===== config.mk =====
export PLATFORM = sky130hd
export DESIGN_NAME = cluster_clock_divider
export DESIGN_NICKNAME = d
export VERILOG_FILES = /design/src/rtl/cluster_clock_divider.sv
export SDC_FILE = /design/constraint.sdc
export NUM_CORES = 1
export LEC_CHECK = 0
export CORE_MARGIN = 4
export CORE_UTILIZATION = 49
export DETAILED_ROUTE_END_ITERATION = 12
export PLACE_DENSITY = 0.76
export SKIP_LAST_GASP = 1
export SYNTH_ARGS = -nofsm -noshare
export SYNTH_HDL_FRONTEND = slang
export SYNTH_SLANG_ARGS = --single-unit

===== constraint.sdc =====
create_clock -name clk_i -period 2.3 [get_ports clk_i]
set_clock_uncertainty 0.15 [all_clocks]
set_input_delay 0.575 -clock clk_i [delete_from_list [all_inputs] [get_ports clk_i]]
set_output_delay 0.575 -clock clk_i [all_outputs]
set_load 0.02 [all_outputs]

===== src/rtl/cluster_clock_divider.sv =====
// Programmable integer clock divider with glitch-free ratio changes at period boundaries.
// Optional macro CLUSTER_CLK_DIV_TESTMODE_EN lets test_mode_i force clk_o to follow clk_i.
module cluster_clock_divider #(
  parameter int DIV_W       = 8,
  parameter int DEFAULT_DIV = 1
) (
  input  logic             clk_i,
  input  logic             rstn_i,
  input  logic             test_mode_i,
  input  logic [DIV_W-1:0] div_i,
  input  logic             div_valid_i,
  output logic             div_ack_o,
  output logic             busy_o,
  output logic             clk_o
);

  logic [DIV_W-1:0] cur_q;
  logic [DIV_W-1:0] cnt_q;
  logic [DIV_W-1:0] pend_div_q;
  logic             div_q;
  logic             pend_q;
  logic             ack_q;

  logic             bypass;
  logic             period_end;
  logic             capture;
  logic             apply;
  logic [DIV_W-1:0] half;

  always_comb begin
    bypass     = (cur_q <= DIV_W'(1));
    half       = cur_q >> 1;
    period_end = bypass || (cnt_q == cur_q - DIV_W'(1));
    capture    = div_valid_i && !pend_q && !ack_q;
    // A new ratio only lands on a period end, so the running period is never cut short.
    apply      = pend_q && period_end;
  end

  always_ff @(posedge clk_i) begin
    if (!rstn_i) begin
      cur_q  <= DIV_W'(DEFAULT_DIV);
      cnt_q  <= '0;
      div_q  <= 1'b0;
      pend_q <= 1'b0;
      ack_q  <= 1'b0;
    end else begin
      div_q <= !bypass && (cnt_q < half);
      ack_q <= apply;
      if (apply) begin
        cur_q  <= pend_div_q;
        cnt_q  <= '0;
        pend_q <= 1'b0;
      end else begin
        if (capture) pend_q <= 1'b1;
        cnt_q <= period_end ? '0 : cnt_q + DIV_W'(1);
      end
    end
  end

  // Captured ratio is held until applied; later changes on div_i are ignored.
  always_ff @(posedge clk_i) begin
    if (capture) pend_div_q <= div_i;
  end

  assign busy_o    = pend_q;
  assign div_ack_o = ack_q;

`ifdef CLUSTER_CLK_DIV_TESTMODE_EN
  assign clk_o = (test_mode_i || bypass) ? clk_i : div_q;
`else
  logic unused_test_mode;
  assign unused_test_mode = test_mode_i;
  assign clk_o = bypass ? clk_i : div_q;
`endif

endmodule


==> metrics.md, run 1 <==
| Metric | Value |
|---|---|
| Outcome | `finished, violations left` |
| Failing checks | `negative setup slack` |
| Top Family by Delay on Critical Path | `flip-flops` |
| Mapped Cells | `133` |
| Worst path max stage delay | `420 ps` |
| Port buffer count | `13` |
| # diodes | `0` |
| Vias | `1231` |
| # setup viols final | `21` |
| WL/cell | `19.7 um` |
| Total negative setup slack | `-2300 ps` |
| EDFF count, synth | `8` |
| Critical Path RT | `1570 ps` |
| R2R cell count | `8` |
| Post-Syn Area | `1380 um^2` |
| Top cell type's share of synthesized area | `27.6%` |
| Worst EP arrival | `1780 ps` |
| DRT Wirelength | `4100 um` |
| CTS tree | `done` |
| Max-slew violation count | `0` |
| CP Depth | `6` |
| Worst setup SP type | `flop` |
| Fraction of the mapped netlist area in adder cells | `8.17%` |
| Final min period | `2500 ps` |
| Synth area leaders | `dfxtp_1 (28%), edfxtp_1 (17%), ha_1 (8.2%)` |
| Final #Nets | `200` |
| Library cells used by synthesis | `40` |
| Most common cell after layout, fill and taps aside | `buf_4` |
| Syn-to-layout area delta | `39.9%` |
| Crit-path cells | `nor3_1 -> o211ai_1 -> buf_4 -> nand2_2 -> nand2_2 -> buf_6` |
| Worst hold path cell count | `1` |
| Chip height | `61.0 um` |
| Die ar. | `3730 um^2` |
| RSZ-0062 raised after global routing | `yes` |
| Fmax | `0.399 GHz` |
| CTS clk-pin slew, worst paths | `180 ps` |
| Critical Path End Type | `output port` |
| Crit-path most repeated cell | `nand2_2` |
| Fraction of synthesized cell area in xor and xnor cells | `9.53%` |
| Synth Register Bits | `27` |
| Top Ports | `15` |
| Net Count, Synth | `154` |
| Power per cell area | `1900 nW/um^2` |
| Residual DRC count | `0` |
| Synth area leader | `dfxtp_1` |
| Initial antenna violation count | `0` |
| Drt first pass iters | `6` |
| Largest family of logic cells by synthesized area | `simple AND/OR/NAND/NOR gates` |
| YS warnings | `0` |
| Synth async-reset ratio | `0%` |
| Share of layout cells above drive strength 1 | `36.5%` |
| Initial core utilization | `53.2%` |
| Slew headroom | `68.7%` |
| P_leak | `0.000773 uW` |
| Avg Synthesized Cell Area | `10.4 um^2` |
| Final Power | `3670 uW` |
| Final hold violation count | `0` |
| Worst-margin pin slew | `467 ps` |
| Clk_lat worst skew | `470 ps` |
| Simple-gate share of the synthesized area | `15.8%` |
| Ys flop type | `dfxtp_1` |
| Final WS setup | `-204 ps` |
| Vias in the first global route | `1298` |
| Starting DRT DRC Count | `90` |
| First-pass GRT wire length | `5820 um` |
| Period Utilization, post-route | `109%` |
| Mux cell area share after synthesis | `0.726%` |
| Die width | `61.0 um` |
| Antenna-violating nets left | `0` |
| Core box area | `2590 um^2` |
| GPL Wtd Cong | `0.791` |
| WS Path Type | `flop to output port` |
| DP HPWL | `2290 um` |
| MaxCap Viol Count | `0` |
| Global route total overflow | `0` |
| Post-synthesis compound-gate area fraction | `15.7%` |
| Cell Rows | `18` |
| Most frequent cells in the layout | `buf_4 (27), dfxtp_1 (15), clkdlybuf4s50_1 (11)` |
| Peak VDD IR | `1550 uV` |
| Critical path's slowest cell | `dfxtp_1` |
| Overall global routing resource usage | `22.7%` |
| Vias per cell | `5.92` |
| Maximum net fanout on the critical path | `8` |
| Pin count of the biggest net entering global routing | `18` |
| CP bufs+invs | `2` |
| Seq/Total Area, Yosys | `45.0%` |
| Hold Path Class | `flop to flop` |
-- final timing paths --
path | startpoint | endpoint | slack (ps)
worst min-delay path | cnt_q[0] | cnt_q[0] | 370
worst min register to register | cnt_q[0] | cnt_q[0] | 370
worst max-delay path | cur_q[5] | clk_o | -200
worst max register to register | cur_q[0] | cur_q[2] | -180
-- power breakdown --
part,switching (uW),internal [uW]
Combinational,1160,1270
Sequential,142,641
Clock,271,186
-- routing by layer --
| metal | wire length [um] | global-route usage [%] |
|---|---|---|
| met5 | 0 | 0 |
| met4 | 249 | 20.1 |
| met3 | 217 | 6.29 |
| met2 | 2120 | 36.6 |
| met1 | 1510 | 24.1 |
-- Yosys cell counts, types with 2 or more instances --
master	n
edfxtp_1	8
a21o_1	3
o211ai_1	3
nor2_1	11
o21ai_0	2
inv_1	11
and3_1	2
xnor2_1	7
a32o_1	6
xor2_1	8
or2_2	2
nand2_1	10
nor3_1	2
dfxtp_1	19
ha_1	9
nand3_1	6
-- cells by family (layout without fill, tap and decap cells) --
group | after synthesis | in the layout
AOI/OAI and AO/OA | 24 | 25
xor gates and xnor gates | 15 | 15
adders and majority gates | 9 | 9
buffers and inverters | 14 | 57
DFF | 27 | 27
muxes | 1 | 1
and+or+nand+nor | 43 | 44
-- registers in the layout, summed over array words and instances (netlist names) --
signal,cells
div_q,1
cnt_q,8
div_ack_o,1
busy_o,1
pend_div_q,8
cur_q,8
-- layout make-up --
class                      count  area [um^2]
clock buffer                   6         48.8
clock inverter                 1         8.76
tap                           30         37.5
timing repair buffer          39          325
inverter                      11         46.3
fill                         177          661
multi-input combinational     94          835
sequential                    27          628
-- metrics by stage --
step	utilization (%)	hold WS [ps]	area [um^2]	std cells	setup WS [ps]
2_1_floorplan	-	292	1390	133	13.8
3_3_place_gp	63.2	315	1640	188	-167
3_5_place_dp	63.2	339	1640	188	-168
4_1_cts	71.0	375	1840	203	-115
5_1_grt	74.5	391	1930	208	-254
6_report	74.5	375	1930	208	-204
-- what timing repair did --
action                                  4_1_cts  5_1_grt
gates resized for setup                      28       17
hold buffers                                  0        0
gates cloned                                  0        2
pin swaps                                    12        9
buffers inserted                              9        4
endpoints found under the setup margin       21       22
(Power assumes the default switching activity.)
==> inputs of run 2 (changes only) <==
--- a/config.mk
+++ b/config.mk
@@ -5,10 +5,12 @@
 export SDC_FILE = /design/constraint.sdc
 export NUM_CORES = 1
 export LEC_CHECK = 0
+export ABC_AREA = 1
 export CORE_MARGIN = 4
-export CORE_UTILIZATION = 49
+export CORE_UTILIZATION = 66
 export DETAILED_ROUTE_END_ITERATION = 12
-export PLACE_DENSITY = 0.76
+export DONT_BUFFER_PORTS = 1
+export PLACE_DENSITY = 0.84
 export SKIP_LAST_GASP = 1
 export SYNTH_ARGS = -nofsm -noshare
 export SYNTH_HDL_FRONTEND = slang
==> constraint.sdc (replaced) <==
create_clock -name clk_i -period 2.9 [get_ports clk_i]
set_clock_uncertainty 0.15 [all_clocks]
set_input_delay 0.725 -clock clk_i [delete_from_list [all_inputs] [get_ports clk_i]]
set_output_delay 0.725 -clock clk_i [all_outputs]
set_load 0.02 [all_outputs]
==> run 2 against run 1 <==
Net effect: the flow now finishes without violations; final area fell by 20%; area after synthesis grew 4.8%; synthesized cell count increased by 37%; critical path depth fell by 3; combinational power decreased by 58%.
==> metrics.md, run 2 <==
| Metric | Value |
|---|---|
| Met3 wire length | `151 um` |
| Post-CTS setup buffer count | `0` |
| Vias per cell | `5.71` |
| Critical Path End Type | `output port` |
| Cell Rows | `16` |
| DRT Wirelength | `2930 um` |
| WL/cell | `13.6 um` |
| Initial antenna violation count | `0` |
| Synth Register Bits | `27` |
| WHS Endpoint | `cur_q[0]` |
| Max-slew violation count | `0` |
| Design area | `1540 um^2` |
| CTS clk-pin slew, worst paths | `150 ps` |
| WL met1 | `1320 um` |
| Total negative setup slack | `0 ps` |
| Most frequent cells in the layout | `nand2_1 (42), nor2_1 (22), inv_1 (20)` |
| Clk pwr share | `15.4%` |
| Count leader, synth | `nand2_1` |
| Final #Nets | `210` |
| Most common cell after layout, fill and taps aside | `nand2_1` |
| First-pass GRT wire length | `5000 um` |
| Chip height | `54.8 um` |
| Net Count, Synth | `203` |
| Seq/Total Area, Yosys | `42.9%` |
| Worst hold path cell count | `1` |
| Top cell type's share of synthesized area | `26.3%` |
| Initial core utilization | `71.5%` |
| Library cells used by synthesis | `30` |
| Final hold violation count | `0` |
| MaxCap Viol Count | `0` |
| Placement Cell Area | `1480 um^2` |
| Port buffer count | `0` |
| # diodes | `0` |
| EDFF count, synth | `8` |
| Vias | `1228` |
| DP HPWL | `2160 um` |
| Outcome | `finished, final reports clean` |
| YS warnings | `0` |
| Hold slack | `204 ps` |
| Critical path's slowest cell | `mux2_2` |
| Drt first pass iters | `4` |
| Starting DRT DRC Count | `41` |
| Gate power share | `53.0%` |
| Worst path max stage delay | `310 ps` |
| Crit Reg-Reg Endpoint | `cnt_q[3]` |
| Peak VDD IR | `1420 uV` |
| Post-Syn Area | `1450 um^2` |
| DR WL met2 | `1380 um` |
| R2R setup slack | `730 ps` |
| P_leak | `0.000693 uW` |
| GPL Wtd Cong | `0.911` |
| Top Ports | `15` |
| Synth area leaders | `dfxtp_1 (26%), edfxtp_1 (17%), nand2_1 (11%)` |
| Global route total overflow | `0` |
| Pin count of the biggest net entering global routing | `19` |
| Critical Path RT | `2030 ps` |
| Syn-to-layout area delta | `6.75%` |
| Avg Synthesized Cell Area | `7.94 um^2` |
| # setup viols final | `0` |
| Mapped Cells | `182` |
| Post-synth top cells | `nand2_1 (42), nor2_1 (22), inv_1 (20)` |
| Design internal power | `986 uW` |
| Worst EP arrival | `1990 ps` |
| CTS tree | `done` |
| Synth async-reset ratio | `0%` |
| RSZ-0062 raised after global routing | `no` |
| Worst hold start | `rstn_i` |
| Crit-path most repeated cell | `clkbuf_4` |
| Synth area leader | `dfxtp_1` |
| Clk_lat worst skew | `450 ps` |
| Core box area | `2020 um^2` |
| Largest regs | `cnt_q (8), cur_q (8), pend_div_q (8)` |
| Die ar. | `3000 um^2` |
| Share of layout cells above drive strength 1 | `12.2%` |
| Maximum net fanout on the critical path | `2` |
| Worst-margin pin slew | `647 ps` |
| Residual DRC count | `0` |
| Worst setup SP type | `clock port` |
| Antenna-violating nets left | `0` |
| R2r startpoint | `cur_q[0]` |
| Switching part of the total | `48.9%` |
| Slew headroom | `56.8%` |
| Overall global routing resource usage | `23.9%` |
| Max layer used | `met4` |
| NetSw | `945 uW` |
| Power per cell area | `1250 nW/um^2` |
| WS Path Type | `clock port to output port` |
| Ys flop type | `dfxtp_1` |
| Crit-path cells | `clkbuf_4 -> clkbuf_4 -> mux2_2` |
| Die width | `54.8 um` |
| Final Power | `1930 uW` |
| Share of power burned in registers | `31.6%` |
| Vias in the first global route | `1149` |
| Hold Path Class | `primary input to flop` |
| R2R cell count | `11` |
## run 2: changes by cell type after synthesis, moves of 4 or more
cell,previous run,this run
xnor2_1,7,3
nor2_1,11,22
xor2_1,8,4
a32o_1,6,0
nand4_1,0,7
inv_1,11,20
nand3_1,6,19
nand2_1,10,42
## run 2: what timing repair did
item,in CTS,in global routing
endpoints found under the setup margin,1,1
gates resized for setup,1,1
cloned,0,0
hold buffers,0,0
## run 2: power groups by stage
stage	clock, uW	sequential [uW]	combinational (uW)
after floorplan	61.4	573	774
after global placement	61.3	608	926
after detailed placement	61.3	616	978
after CTS	308	606	1010
after global routing	322	621	1150
final	298	609	1020
## run 2: worst max-delay path by stage
stage / start / endpoint / slack, ps / cells past startpoint
detailed placement: clk_i / clk_o / 270 / 1
global placement: clk_i / clk_o / 270 / 1
floorplan: clk_i / clk_o / 270 / 1
global route: clk_i / clk_o / 20 / 3
finish: clk_i / clk_o / 40 / 3
CTS: clk_i / clk_o / 30 / 3
## run 2: final cells by class
cell class / count / area [um^2]
multi-input cells: 131 / 739
inverters: 21 / 78.8
well taps: 27 / 33.8
clock buffers: 6 / 45.0
repair buffers: 2 / 15.0
flip-flops and latches: 27 / 622
clock inverters: 1 / 8.76
fillers: 158 / 479
## run 2: per-stage QoR
stage	setup WS, ps	util [%]	cells
detailed placement	273	73.3	208
global route	20.1	76.3	215
finish	35.8	76.3	215
global placement	273	73.3	208
CTS	27.4	76.2	215
floorplan	273	-	182
## run 2: logic make-up (layout without fill, tap and decap cells)
kind of cell | after synthesis | after routing | synth area share, %
simple gates | 105 | 105 | 34.1
flops | 27 | 27 | 42.9
buf+inv | 24 | 30 | 6.32
fa+ha+maj | 9 | 9 | 7.79
compound gates | 9 | 9 | 3.81
xor+xnor | 7 | 7 | 4.24
mux | 1 | 1 | 0.779
## run 2: routing by layer
layer,GRT usage (%),up-vias
met4,16.2,0
met2,37.4,58
met1,29.7,551
li1,-,607
met5,0,-
met3,4.36,12
## run 2: critical path, delay by kind of cell
kind | cells | cell delay (ps)
multiplexers | 1 | 310
buffers and inverters | 2 | 230
